$ cat src/rtl/seg7_decode_monitor.sv
// -----------------------------------------------------------------------------
// seg7_decode_monitor
//
// Purpose:
//   Reads back an active-low 7-segment pattern (bit order 6543210) and recovers
//   the hex nibble it shows. A stability filter commits a pattern only after it
//   has persisted for STABLE_CYCLES consecutive enabled samples, so glitches and
//   mid-update patterns on the HEX bus are ignored.
//
// Parameters:
//   STABLE_CYCLES  consecutive enabled samples before commit (>= 1)
//   ERR_W          width of the saturating invalid-commit counter
//
// Ports:
//   clk          in   system clock, rising edge
//   reset_n      in   asynchronous active-low reset
//   seg_in       in   [6:0] observed segment pattern, active-low
//   sample_en    in   1 = filter advances, 0 = filter frozen
//   err_clr      in   synchronous clear of err_count
//   nibble       out  [3:0] decoded value of the committed pattern
//   blank        out  committed pattern is all segments off
//   invalid      out  committed pattern is neither hex nor blank
//   valid_pulse  out  one-cycle strobe when a new pattern is committed
//   err_count    out  [ERR_W-1:0] saturating count of invalid commits
//
// Build option:
//   ERR_COUNT_EN  when defined, err_count counts invalid commits; otherwise
//                 err_count is tied to zero and err_clr is ignored.
// -----------------------------------------------------------------------------
module seg7_decode_monitor #(
   parameter int STABLE_CYCLES = 4,
   parameter int ERR_W         = 8
) (
   input  logic             clk,
   input  logic             reset_n,
   input  logic [6:0]       seg_in,
   input  logic             sample_en,
   input  logic             err_clr,
   output logic [3:0]       nibble,
   output logic             blank,
   output logic             invalid,
   output logic             valid_pulse,
   output logic [ERR_W-1:0] err_count
);

   localparam int CNT_W = $clog2(STABLE_CYCLES + 1);
   localparam logic [CNT_W-1:0] CNT_MAX = CNT_W'(STABLE_CYCLES);
   localparam logic [CNT_W-1:0] CNT_PRE = CNT_W'(STABLE_CYCLES - 1);
   localparam logic [6:0]       SEG_BLANK = 7'h7F;

   typedef enum logic {
      LOCKED   = 1'b0,
      SETTLING = 1'b1
   } state_e;

   // Returns {invalid, blank, nibble} for an active-low segment pattern.
   function automatic logic [5:0] decode_seg(input logic [6:0] p);
      logic [5:0] r;
      r = 6'b10_0000;
      case (p)
         7'b1000000: r = {2'b00, 4'h0};
         7'b1111001: r = {2'b00, 4'h1};
         7'b0100100: r = {2'b00, 4'h2};
         7'b0110000: r = {2'b00, 4'h3};
         7'b0011001: r = {2'b00, 4'h4};
         7'b0010010: r = {2'b00, 4'h5};
         7'b0000010: r = {2'b00, 4'h6};
         7'b1111000: r = {2'b00, 4'h7};
         7'b0000000: r = {2'b00, 4'h8};
         7'b0011000: r = {2'b00, 4'h9};
         7'b0001000: r = {2'b00, 4'hA};
         7'b0000011: r = {2'b00, 4'hB};
         7'b1000110: r = {2'b00, 4'hC};
         7'b0100001: r = {2'b00, 4'hD};
         7'b0000110: r = {2'b00, 4'hE};
         7'b0001110: r = {2'b00, 4'hF};
         7'b1111111: r = 6'b01_0000;
         default:    r = 6'b10_0000;
      endcase
      return r;
   endfunction

   logic [6:0]       seg_q;
   logic [6:0]       cand_q, cand_d;
   logic [CNT_W-1:0] cnt_q, cnt_d;
   logic [6:0]       committed_q, committed_d;
   state_e           state_q, state_d;
   logic [3:0]       nibble_q, nibble_d;
   logic             blank_q, blank_d;
   logic             invalid_q, invalid_d;
   logic             valid_q, valid_d;

   logic [5:0]       dec;
   logic             load;
   logic             reach;
   logic             commit;

   always_comb begin
      dec    = decode_seg(seg_q);
      load   = sample_en && (seg_q != cand_q);
      reach  = 1'b0;
      commit = 1'b0;

      // A reload sets cnt to 1, which only completes the run when one
      // sample is enough; otherwise the run completes on the increment
      // from STABLE_CYCLES-1.
      if (load) begin
         reach = (STABLE_CYCLES == 1);
      end else begin
         reach = (cnt_q == CNT_PRE);
      end

      // While locked the candidate equals the committed pattern, so a run
      // completing without a reload can only commit in SETTLING.
      if (sample_en && reach) begin
         if (load) begin
            commit = (seg_q != committed_q);
         end else begin
            commit = (state_q == SETTLING);
         end
      end

      cand_d      = cand_q;
      cnt_d       = cnt_q;
      committed_d = committed_q;
      nibble_d    = nibble_q;
      blank_d     = blank_q;
      invalid_d   = invalid_q;
      valid_d     = commit;

      if (load) begin
         cand_d = seg_q;
         cnt_d  = CNT_W'(1);
      end else if (sample_en && (cnt_q != CNT_MAX)) begin
         cnt_d = cnt_q + CNT_W'(1);
      end

      if (commit) begin
         committed_d = seg_q;
         invalid_d   = dec[5];
         blank_d     = dec[4];
         nibble_d    = dec[3:0];
      end

      state_d = state_q;
      case (state_q)
         LOCKED: begin
            if (load && !commit) begin
               state_d = SETTLING;
            end
         end
         SETTLING: begin
            // Candidate falling back onto the committed pattern absorbs the
            // glitch without a pulse.
            if (commit || (load && (seg_q == committed_q))) begin
               state_d = LOCKED;
            end
         end
         default: state_d = LOCKED;
      endcase
   end

   always_ff @(posedge clk or negedge reset_n) begin
      if (!reset_n) begin
         seg_q       <= SEG_BLANK;
         cand_q      <= SEG_BLANK;
         cnt_q       <= '0;
         committed_q <= SEG_BLANK;
         state_q     <= LOCKED;
         nibble_q    <= 4'h0;
         blank_q     <= 1'b1;
         invalid_q   <= 1'b0;
         valid_q     <= 1'b0;
      end else begin
         seg_q       <= seg_in;
         cand_q      <= cand_d;
         cnt_q       <= cnt_d;
         committed_q <= committed_d;
         state_q     <= state_d;
         nibble_q    <= nibble_d;
         blank_q     <= blank_d;
         invalid_q   <= invalid_d;
         valid_q     <= valid_d;
      end
   end

   assign nibble      = nibble_q;
   assign blank       = blank_q;
   assign invalid     = invalid_q;
   assign valid_pulse = valid_q;

`ifdef ERR_COUNT_EN
   logic [ERR_W-1:0] err_q, err_d;

   // Clear takes priority over an increment on the same edge.
   always_comb begin
      err_d = err_q;
      if (err_clr) begin
         err_d = '0;
      end else if (commit && dec[5] && (err_q != {ERR_W{1'b1}})) begin
         err_d = err_q + ERR_W'(1);
      end
   end

   always_ff @(posedge clk or negedge reset_n) begin
      if (!reset_n) begin
         err_q <= '0;
      end else begin
         err_q <= err_d;
      end
   end

   assign err_count = err_q;
`else
   logic unused_err_clr;
   assign unused_err_clr = err_clr;
   assign err_count      = '0;
`endif

endmodule

$ cat config.mk
export PLATFORM = sky130hd
export DESIGN_NAME = seg7_decode_monitor
export DESIGN_NICKNAME = d
export VERILOG_FILES = /design/src/rtl/seg7_decode_monitor.sv
export SDC_FILE = /design/constraint.sdc
export NUM_CORES = 1
export LEC_CHECK = 0
export CORE_AREA = 3 3 76 78
export CTS_CLUSTER_SIZE = 16
export DETAILED_ROUTE_END_ITERATION = 16
export DIE_AREA = 0 0 79 81
export PLACE_DENSITY = 0.66
export SETUP_SLACK_MARGIN = 0.5
export SLEW_MARGIN = 20
export SYNTH_ARGS = -nofsm -noshare
export SYNTH_HDL_FRONTEND = slang
export SYNTH_SLANG_ARGS = --single-unit
export TNS_END_PERCENT = 10
$ cat constraint.sdc
create_clock -name clk -period 2.19 [get_ports clk]
set_input_delay 0.219 -clock clk [delete_from_list [all_inputs] [get_ports clk]]
set_output_delay 0.219 -clock clk [all_outputs]
set_load 0.05 [all_outputs]
# Yosys cells after proc, flatten, opt, wreduce, memory -nomap -nowiden

Index checks and enable logic that the tools add are counted.

Memory bits (read-only): 0
Latch bits: 0
Output and inout bits: 15
Input port bits: 11
Word-level logic and storage cells: 50
Flip-flop bits (word level): 32
RAM bits: 0
Memories: 0

Bitwise operators: 1
Magnitude comparators: 0
Equal/unequal tests: 21
Reduce and logical (&&, ||, !) cells: 9
Multipliers: 0
Divide/modulo/power cells: 0
$add $sub $neg: 1
Shifts and indexed selects: 0
Muxes and demuxes: 9

Operators by type and width:

| cell                | count |
|---|---|
| $pmux 6 s17         | 1 |
| $eq 7x7->1 const B  | 5 |
| $eq 7x5->1 const B  | 3 |
| $eq 7x6->1 const B  | 3 |
| $eq 7x2->1 const B  | 2 |
| $eq 7x4->1 const B  | 2 |
| $ne 7x7->1          | 2 |
| $eq 7x3->1 const B  | 1 |
| $eq 7x7->1          | 1 |
| $logic_not 7->1     | 1 |
| $mux 3              | 2 |
| $logic_and 1x1->1   | 5 |
| $mux 1              | 5 |
| $add 3x1->3 const B | 1 |
| $eq 3x2->1 const B  | 1 |
| $ne 3x3->1 const B  | 1 |
| $pmux 1 s2          | 1 |
| $reduce_bool 2->1   | 1 |
| $logic_not 1->1     | 1 |
| $logic_or 1x1->1    | 1 |
| $not 1->1           | 1 |

# Depth between registers and ports, before layout

Gate-level depths: netlist of the first run.

Depth in word-level cells: 9
Mapped depth: 7
Mapped depth without buffers: 6

# Least setup slack after synthesis of the first run

No wires, ideal clock.

Path type: register to register
From: register seg_q[2]
To: register invalid_q (netlist: invalid)
Path slack: 360 ps
Arrival time: 1,705 ps
Stages on the path, launching flop included: 8
Library setup time: 125 ps
Data required time: 2,065 ps
Buffers on the path: 2
Clock period less this slack: 1,830 ps
Path through: dfstp_2 > buf_6 > xnor2_1 > nand4_1 > or2_4 > nor2_8 > buf_12 > mux2_4

Cells in the longest elaborated chain, start to end: 5
Elaborated cells between the ends (all ways): 25
Those cells by class: eq/ne: 18; mux: 4; reduce/logical: 3

RTL lines:

| item                   | RTL line | text |
|---|---|---|
| start, declared        | 83       | `logic [6:0] seg_q;` |
| start signal, assigned | 175      | `seg_q <= seg_in;` |
| $ne 7x7->1             | 100      | `load = sample_en && (seg_q != cand_q);` |
| $logic_and 1x1->1      | 100      |  |
| $mux 1                 | 107      | `if (load) begin` |
| $logic_and 1x1->1      | 115      | `if (sample_en && reach) begin` |
| $mux 1 (*)             | 115      |  |
| net commit             | 96       | `logic commit;` |
| end signal, assigned   | 182      | `invalid_q <= invalid_d;` |
| end, declared          | 90       | `logic invalid_q, invalid_d;` |

Mark *: on every way through the listed nets, which the timed path passes. The rest lies on a longest branch.
A chain may end at the register's enable or synchronous reset.

# Final worst setup path of the first run

From: register seg_q[0]
To: register invalid_q (netlist: invalid)

Cells in the longest elaborated chain, start to end: 5
Elaborated cells between the ends (all ways): 25
Those cells by class: eq/ne: 18; mux: 4; reduce/logical: 3

RTL lines:

| item              | RTL line |
|---|---|
| $ne 7x7->1        | 100 |
| $logic_and 1x1->1 | 100 |
| $mux 1            | 107 |
| $logic_and 1x1->1 | 115 |
| $mux 1            | 115 |

Parallel ways exist; a longest one is shown, timed or not.

==> results of run 1 <==
[cell type report]
type / instances / share of cell area, %
well taps: 70 / 3.53
clock inverters: 2 / 1.41
flip-flops and latches: 32 / 33.4
inverters: 8 / 1.21
clock buffers: 6 / 2.93
multi-input cells: 116 / 41.6
repair buffers: 40 / 15.9
[state kept, by name (all words and copies together) (netlist names)]
| signal | count |
|---|---|
| blank | 1 |
| cand_q | 7 |
| cnt_q | 3 |
| committed_q | 7 |
| invalid | 1 |
| nibble | 4 |
| seg_q | 7 |
| state_q | 1 |
| valid_pulse | 1 |
[repair_timing]
action,CTS,global route
pin swaps,4,10
setup buffers,9,5
gates cloned,0,1
resized for setup,12,20
hold endpoints to repair,0,0
setup endpoints to repair,16,17
[per-layer routing]
| metal | up-vias | wire [um] |
|---|---|---|
| li1 | 641 | - |
| met3 | 6 | 149 |
| met4 | 0 | 61 |
| met5 | - | 0 |
| met2 | 36 | 1810 |
| met1 | 653 | 1650 |
[critical path, cell delays in order (launching register included)]
cell and delay (ns):
dfstp_2 0.56, buf_6 0.13, nor3b_4 0.23, nand2_2 0.11, o32ai_4 0.35, a2111oi_4 0.07, mux2_4 0.26
[final timing paths]
path | startpoint | to | slack, ns | cells after the start
setup / recovery | seg_q[0] | invalid | 0.37 | 6
hold / removal | reset_n | state_q | 0.33 | 2
setup reg to reg | seg_q[0] | invalid | 0.37 | 6
hold reg to reg | cnt_q[0] | cnt_q[0] | 0.51 | 1
max in group asynchronous | reset_n | seg_q[6] | 1.52 | 2
min in group clk | seg_in[0] | seg_q[0] | 0.34 | 1
[kinds of logic after synthesis]
family | share of synthesized area [%]
other | 0.194
AO/OA/AOI/OAI | 9.92
adder cells (fa/ha/maj) | 1.94
buffers and inverters | 10.2
flip-flops | 42.9
multiplexers | 13.9
XOR/XNOR | 7.26
AND/OR/NAND/NOR | 13.7
[power by group through the flow]
stage / clock [mW] / combinational (mW) / sequential [mW]
floorplan: 0 / 0.153 / 0.657
global placement: 0 / 0.185 / 0.660
detailed placement: 0 / 0.187 / 0.661
CTS: 0.564 / 0.207 / 0.649
global route: 0.592 / 0.250 / 0.654
finish: 0.553 / 0.231 / 0.651
[synthesized netlist by cell type (2+ instances only)]
library cell	count
a21oi_1	2
a32oi_1	3
and2_2	3
buf_4	10
buf_6	6
dfrtp_1	10
dfstp_2	22
ha_1	3
inv_1	8
mux2_2	11
mux2_4	7
mux2i_1	4
nand2_1	8
nand3_1	5
nand4_1	4
nor2_1	5
nor2b_1	3
nor3_1	3
nor3b_1	3
o21ai_0	5
o31ai_1	2
xnor2_1	15
==> flow_summary.toml, run 1 <==
[min_path]
hp-class = "input port to asynchronous set/reset pin"

[critical_path]
cp_max_fo = 5
path_class = "register to register"
arrival_ns = 1.98
worstPathRequired_ns = 2.35
endpoint_kind = "register"
worstSetupStartpointType = "register"

[floorplan]
rows = 26
core_mm2 = 0.00514
die-area_mm2 = 0.00640
io_pins = 26
die-width_um = 79
initial_core_util_pct = 37.6
die_y_um = 81

[status]
status = "complete, no violations"

[synthesis]
ys_async_sr_fraction_pct = 100
syn_area_mm2 = 0.00193
synth.area.top_cells = "dfstp_2 (30%), dfrtp_1 (13%), xnor2_1 (6.8%), mux2_2 (6.4%), mux2_4 (5.4%)"
yosysSeqAreaShare_pct = 42.9
ys_warn_count = 0
netlist.top_cell.by_area = "dfstp_2"
syn-mean-instance-area_um2 = 11.6
synth_top_cell_area_share_pct = 29.9
ys.flop_type = "dfstp_2"
ys_seq_elements = 32
synthCells = 167
synth_edf_count = 0
synth_cell_types = 47

[detailed_routing]
ant_nets = 0
drc = 0
drt_wl_total_mm = 3.67
first_iter_violations = 42
routedWlPerCell_um = 13.4
drt_pre_antenna_iters = 4
via_count = 1336
viasPerCell = 4.88

[timing]
hold_slack_ns = 0.335
setup_slack_ns = 0.373
fin_skew_ns = 0.00605
setup-violations-final = 0
maxSlewViolCount = 0
post-route-period-util_pct = 83.0
fmax_ghz = 0.550
hold_viol_final = 0
rsz0062_at_grt = "yes"
period_minus_slack_ns = 1.82
tns_ns = 0

[flow_run]
drv_cap = 0

[cells_and_area]
fin_util_pct = 48.2
nets = 217
antenna_cells = 0
layout_commonest_cell = "dfstp_2"
fillerInstances = 490
register_area_um2 = 828
multi_input_comb_area_mm2 = 0.00103
drive_above_1_share_pct = 45.1
layout_common_cells = "dfstp_2 (22), clkdlybuf4s50_1 (15), xnor2_1 (13)"
design_area_mm2 = 0.00248
syn2layout_area_growth_pct = 28.5
instances_no_fill = 274

[cts]
cts_hold_repair.buffers = 0
cts_tree = "done"
path_clk_slew_ns = 0.07
clockBufferDepth = 2
htree_levels = 2
clock_latency_ns = 0.28
clockRootBuffer = "clkbuf_8"
cts_made_buffers = 5
clkSinkCount = 32

[grt]
use_met2_pct = 19.9
grt_overflow_total = 0
grt_pass1_vias = 1294
grt.busiest_layer = "met2"
met3_usage_pct = 2.55
grt_pass1_wl_mm = 6.02
grt_util_all_layers_pct = 12.0
use_met1_pct = 14.9
grt_max_degree = 33
antenna_found_initial = 0

[placed_design]
preCtsSetupSlack_ns = 0.182
gp_congestion = 0.800
placed_area_mm2 = 0.00211
hpwl_mm = 2.29
place_inst = 251
io_buffers = 16

[power_and_ir_drop]
intPower_mw = 1.07
p_leak_nw = 1.03
vdd_drop_max_v = 0.000434
fin_total_pwr_mw = 1.43
p_switching_mw = 0.361
switching_share_pct = 25.1
pwr-share-clk_pct = 38.6
power_frac_seq_pct = 45.4
pwr-share-comb_pct = 16.1
powerDensity_mw_per_mm2 = 579
Power figures use the tool's default switching activity.
==> run 2: changes to the inputs <==
--- a/config.mk
+++ b/config.mk
@@ -9,7 +9,7 @@
 export CTS_CLUSTER_SIZE = 16
 export DETAILED_ROUTE_END_ITERATION = 16
 export DIE_AREA = 0 0 79 81
-export PLACE_DENSITY = 0.66
+export PLACE_DENSITY = 0.68
 export SETUP_SLACK_MARGIN = 0.5
 export SLEW_MARGIN = 20
 export SYNTH_ARGS = -nofsm -noshare
==> constraint.sdc (replaced) <==
create_clock -name clk -period 1.45 [get_ports clk]
set_input_delay 0.145 -clock clk [delete_from_list [all_inputs] [get_ports clk]]
set_output_delay 0.145 -clock clk [all_outputs]
set_load 0.05 [all_outputs]
==> flow_summary.toml, run 2 (synthesis results as in run 1) <==
[power_and_ir_drop]
pwr-share-comb_pct = 18.6
power_frac_seq_pct = 47.7
pwr-share-clk_pct = 33.7
p_leak_nw = 1.11
vdd_drop_max_v = 0.000721
p_switching_mw = 0.535
intPower_mw = 1.52
switching_share_pct = 26.0
powerDensity_mw_per_mm2 = 793

[cts]
clock_latency_ns = 0.28
path_clk_slew_ns = 0.07
cts_hold_repair.buffers = 0
clockBufferDepth = 2
htree_levels = 2
clockRootBuffer = "clkbuf_8"
cts_tree = "done"
clkSinkCount = 32
cts_made_buffers = 5

[grt]
grt_pass1_wl_mm = 6.81
grt_util_all_layers_pct = 13.7
antenna_found_initial = 0
grt_max_degree = 33
grt_overflow_total = 0
grt_pass1_vias = 1421

[status]
status = "complete, but fails checks"
violations = "setup timing"

[timing]
hold_slack_ns = 0.268
fmax_ghz = 0.553
maxSlewViolCount = 0
post-route-period-util_pct = 125
setup_slack_ns = -0.357
rsz0062_at_grt = "yes"
hold_viol_final = 0
fin_skew_ns = 0.00801
setup-violations-final = 18
period_minus_slack_ns = 1.81

[critical_path]
crit_path_cell_trace = "xnor2_1 -> nand3_1 -> or2_4 -> nor2_8 -> buf_12 -> mux2_4"
cp_num_buf_inv = 1
worstSetupStartpointType = "register"
critPathCapture = "nibble[0]"
slowest_delay_ns = 0.60
path_class = "register to register"
cp_max_fo = 8
r2r_slack_ns = -0.36
critPathSlowestCell = "dfstp_2"
rr_worst_depth = 6
worstPathRequired_ns = 1.62
worst-path-stages = 6
arrival_ns = 1.98
r2r_end = "nibble[0]"
endpoint_kind = "register"
cpLargestDelayFamily = "flip-flops"
crit_start = "seg_q[3]"
worst_r2r_startpoint = "seg_q[3]"

[placed_design]
placed_area_mm2 = 0.00237
preCtsSetupSlack_ns = -0.391
gp_congestion = 0.889
io_buffers = 16
hpwl_mm = 2.86

[floorplan]
initial_core_util_pct = 37.6
die-area_mm2 = 0.00640
rows = 26
die_y_um = 81
io_pins = 26
die-width_um = 79
core_mm2 = 0.00514

[cells_and_area]
drive_above_1_share_pct = 51.4
fin_util_pct = 50.5
antenna_cells = 0
nets = 235
layout_commonest_cell = "buf_4"
design_area_mm2 = 0.00259
top_regs = "cand_q x7, committed_q x7, seg_q x7"
fillerInstances = 465
layout_common_cells = "buf_4 (34), dfstp_2 (22), xnor2_1 (14)"
syn2layout_area_growth_pct = 34.3

[detailed_routing]
routedWlPerCell_um = 13.3
ant_nets = 0
first_iter_violations = 63
drt_pre_antenna_iters = 4
drt_wl_total_mm = 3.89
via_count = 1375
drc = 0
viasPerCell = 4.71

[min_path]
hp-class = "input port to asynchronous set/reset pin"

[flow_run]
drv_cap = 0
[run 2: worst min path at each step]
stage | depth (start not counted) | slack (ns) | endpoint
floorplan | 0 | -0.15 | cnt_q[0]
global placement | 1 | 0.50 | nibble[3]
detailed placement | 1 | 0.51 | nibble[3]
CTS | 1 | 0.26 | seg_q[0]
global route | 1 | 0.26 | seg_q[0]
finish | 2 | 0.27 | nibble[2]
[run 2: worst reg2reg max path: cells and delay by family, from the launching register on]
family	cells	cell delay, ns
flops	1	0.60
mux	1	0.30
xor+xnor	1	0.14
buf+inv	1	0.14
simple gates	3	0.52
[run 2: power by group through the flow]
stage | sequential [mW] | combinational, mW | clock (mW)
6_report | 0.981 | 0.384 | 0.693
2_1_floorplan | 0.993 | 0.231 | 0
4_1_cts | 0.982 | 0.364 | 0.718
5_1_grt | 0.987 | 0.416 | 0.762
3_3_place_gp | 0.994 | 0.344 | 0
3_5_place_dp | 0.996 | 0.347 | 0
[run 2: per-stage QoR]
| stage | std cells | TNS (ns) | power [mW] |
|---|---|---|---|
| after floorplan | 174 | -3.76 | 1.22 |
| after global placement | 276 | -4.95 | 1.34 |
| after detailed placement | 276 | -5.40 | 1.34 |
| after CTS | 288 | -5.85 | 2.06 |
| after global routing | 292 | -6.82 | 2.16 |
| final | 292 | -5.29 | 2.06 |
[run 2: area by class of cell]
type                            instances  area (um2)  share of cell area, %
Tap cell                               70        87.6                   3.38
Timing Repair Buffer                   58         576                   22.2
Clock inverter                          2        10.0                  0.386
Multi-Input combinational cell        116         980                   37.8
Sequential cell                        32         828                   31.9
Clock buffer                            6        82.6                   3.18
Inverter                                8        30.0                   1.16
[run 2: layer usage]
metal	vias to the layer above	routed length, um	track usage (%)
li1	673	-	-
met1	658	1740	18.2
met2	38	1910	21.6
met3	6	170	2.00
met4	0	74	7.22
met5	-	0	0
[run 2: repair_timing]
action	CTS	global route
setup buffers	4	4
pin swaps	1	1
gates resized for setup	6	15
cloned	0	0
endpoints found under the setup margin	32	32
==> run 3: changes to the inputs <==
--- a/config.mk
+++ b/config.mk
@@ -5,11 +5,12 @@
 export SDC_FILE = /design/constraint.sdc
 export NUM_CORES = 1
 export LEC_CHECK = 0
-export CORE_AREA = 3 3 76 78
+export ABC_AREA = 1
+export CORE_AREA = 3 3 75 77
 export CTS_CLUSTER_SIZE = 16
 export DETAILED_ROUTE_END_ITERATION = 16
-export DIE_AREA = 0 0 79 81
-export PLACE_DENSITY = 0.68
+export DIE_AREA = 0 0 78 80
+export PLACE_DENSITY = 0.69
 export SETUP_SLACK_MARGIN = 0.5
 export SLEW_MARGIN = 20
 export SYNTH_ARGS = -nofsm -noshare
==> flow_summary.toml, run 3 <==
[critical_path]
cpLargestDelayFamily = "simple AND/OR/NAND/NOR gates"
r2r_end = "nibble[2]"
r2r_slack_ns = -0.16
path_common_cell = "nand2_2"
arrival_ns = 1.78
endpoint_kind = "register"
slowest_delay_ns = 0.57
cp_max_fo = 6
rr_worst_depth = 10
worstSetupStartpointType = "register"
critPathSlowestCell = "dfstp_2"
worstPathRequired_ns = 1.63
crit_path_cell_trace = "inv_4 -> nand2_2 -> nand2_1 -> nor2_2 -> nand2_2 -> nor2_4 -> nand4_4 -> buf_6 -> nand2_4 -> o21ai_2"
path_class = "register to register"
cp_num_buf_inv = 2
worst_r2r_startpoint = "seg_q[2]"

[cts]
clock_latency_ns = 0.28
path_clk_slew_ns = 0.07
cts_hold_repair.buffers = 0
htree_levels = 2
cts_tree = "done"
clockRootBuffer = "clkbuf_8"
clockBufferDepth = 2
clkSinkCount = 32
cts_made_buffers = 5

[detailed_routing]
viasPerCell = 4.54
drc = 0
via_count = 1639
ant_nets = 0
routedWlPerCell_um = 11.3
drt_pre_antenna_iters = 4
drt_wl_total_mm = 4.07
first_iter_violations = 108

[cells_and_area]
layout_commonest_cell = "nand2_1"
fillerInstances = 483
syn2layout_area_growth_pct = 37.0
layout_common_cells = "nand2_1 (57), buf_4 (29), nor2_1 (26)"
design_area_mm2 = 0.00258
drive_above_1_share_pct = 40.2
nets = 304
instances_no_fill = 361
register_area_um2 = 828
top_regs = "cand_q x7, committed_q x7, seg_q x7"
antenna_cells = 0
fin_util_pct = 50.9
multi_input_comb_area_um2 = 973

[power_and_ir_drop]
intPower_mw = 1.59
vdd_drop_max_v = 0.000521
p_leak_nw = 1.17
pwr-share-clk_pct = 33.8
switching_share_pct = 27.8
p_switching_mw = 0.613
powerDensity_mw_per_mm2 = 854
pwr-share-comb_pct = 19.7
power_frac_seq_pct = 46.5

[grt]
grt_util_all_layers_pct = 14.6
grt_max_degree = 33
grt_pass1_vias = 1631
antenna_found_initial = 0
grt_overflow_total = 0
grt_pass1_wl_mm = 7.09

[synthesis]
netlist.top_cell.by_area = "dfstp_2"
synthXorXnorAreaFrac_pct = 3.72
synth_top_family_by_area = "simple AND/OR/NAND/NOR gates"
yosysSeqAreaShare_pct = 44.0
ys_warn_count = 0
yosys-top-cells-count = "nand2_1 (68), nor2_1 (32), dfstp_2 (22), inv_1 (18), nand3_1 (17)"
synth_most_common_cell = "nand2_1"
synth.area.top_cells = "dfstp_2 (31%), nand2_1 (14%), dfrtp_1 (13%), nor2_1 (6.4%), o21ai_2 (4.6%)"
ys_async_sr_fraction_pct = 100
syn-mean-instance-area_um2 = 7.92
synth_cell_types = 26
synthCells = 238
synth_top_cell_area_share_pct = 30.7
yosys.area_share.simple_pct = 30.4
ys_seq_elements = 32
synthAdderAreaFrac_pct = 1.99
synth_compound_area_share_pct = 9.30
synth_mux_area_share_pct = 0
syn_area_mm2 = 0.00188
ys.flop_type = "dfstp_2"
synth_edf_count = 0

[placed_design]
hpwl_mm = 3.10
placed_area_mm2 = 0.00234
io_buffers = 16
place_inst = 351
gp_congestion = 0.850

[timing]
fmax_ghz = 0.622
period_minus_slack_ns = 1.61
fin_skew_ns = 0.00721
hold_slack_ns = 0.217
rsz0062_at_grt = "yes"
setup_slack_ns = -0.157
maxSlewViolCount = 0
post-route-period-util_pct = 111
tns_ns = -2.97
hold_viol_final = 0
setup-violations-final = 25

[status]
status = "complete, but fails checks"
violations = "setup timing"

[floorplan]
io_pins = 26
die-width_um = 78
die-area_mm2 = 0.00624
rows = 26
die_y_um = 80
initial_core_util_pct = 37.1
core_mm2 = 0.00507

[min_path]
hp-class = "input port to asynchronous set/reset pin"

[flow_run]
drv_cap = 0
==> run 3: changes by cell type after synthesis, sizes merged, moves of 3 or more <==
cell / delta
nor3b: -4
buf: -3
xnor2: -7
nand3: +13
mux2: -18
o21ai: +17
and2: -4
nor2b: -3
mux2i: -4
nand2: +61
nor2: +28
a32oi: -3
inv: +14
nor3: -3
==> run 3: layer usage <==
layer	part of all wire [%]	GRT usage [%]	up-vias	wire length [um]
met1	46	18.3	741	1890
met4	2.3	6.29	0	94
met5	0	0	-	0
li1	-	-	840	-
met3	5.2	3.95	11	210
met2	46	23.5	47	1870
==> run 3: repair_timing <==
action | CTS | global route
setup buffers | 0 | 2
gates resized for setup | 24 | 17
endpoints found under the setup margin | 32 | 32
pin swaps | 5 | 6
==> run 3: how the worst max path moves through the flow <==
stage | startpoint | endpoint | slack [ns] | cells after the start
2_1_floorplan | seg_q[2] | invalid | -0.15 | 11
3_5_place_dp | seg_q[0] | nibble[2] | -0.16 | 10
6_report | seg_q[2] | nibble[2] | -0.16 | 10
4_1_cts | seg_q[2] | nibble[2] | -0.13 | 10
5_1_grt | seg_q[2] | invalid | -0.23 | 11
3_3_place_gp | seg_q[2] | nibble[1] | -0.12 | 10
==> run 3: cell families (layout without fill, tap and decap cells) <==
logic type | Yosys count | count (layout)
and+or+nand+nor | 131 | 131
buffers and inverters | 36 | 82
DFF | 32 | 32
AOI/OAI and AO/OA | 27 | 27
xor gates and xnor gates | 8 | 8
adders and majority gates | 3 | 3
other | 1 | 8
==> run 3: metrics by stage <==
stage / power, mW / worst slack (ns)
6_report: 2.20 / -0.157
5_1_grt: 2.33 / -0.233
4_1_cts: 2.21 / -0.130
3_5_place_dp: 1.44 / -0.162
3_3_place_gp: 1.43 / -0.120
2_1_floorplan: 1.29 / -0.148
==> run 3: layout make-up <==
| type | count | share of cell area [%] |
|---|---|---|
| tap | 70 | 3.39 |
| clock buffer | 8 | 3.88 |
| multi-input combinational | 177 | 37.7 |
| timing repair buffer | 52 | 19.5 |
| inverter | 22 | 3.39 |
| sequential | 32 | 32.1 |
==> run 3: worst register-to-register path: stages (launching register included) <==
cell	delay [ns]
dfstp_2	0.57
inv_4	0.04
nand2_2	0.04
nand2_1	0.05
nor2_2	0.13
nand2_2	0.09
nor2_4	0.14
nand4_4	0.16
buf_6	0.20
nand2_4	0.05
o21ai_2	0.04
==> run 3: power by group through the flow <==
stage	logic [mW]	clock network (mW)	registers [mW]
final	0.434	0.745	1.03
after CTS	0.422	0.762	1.02
after detailed placement	0.404	0	1.03
after floorplan	0.252	0	1.03
after global routing	0.480	0.816	1.03
after global placement	0.399	0	1.03
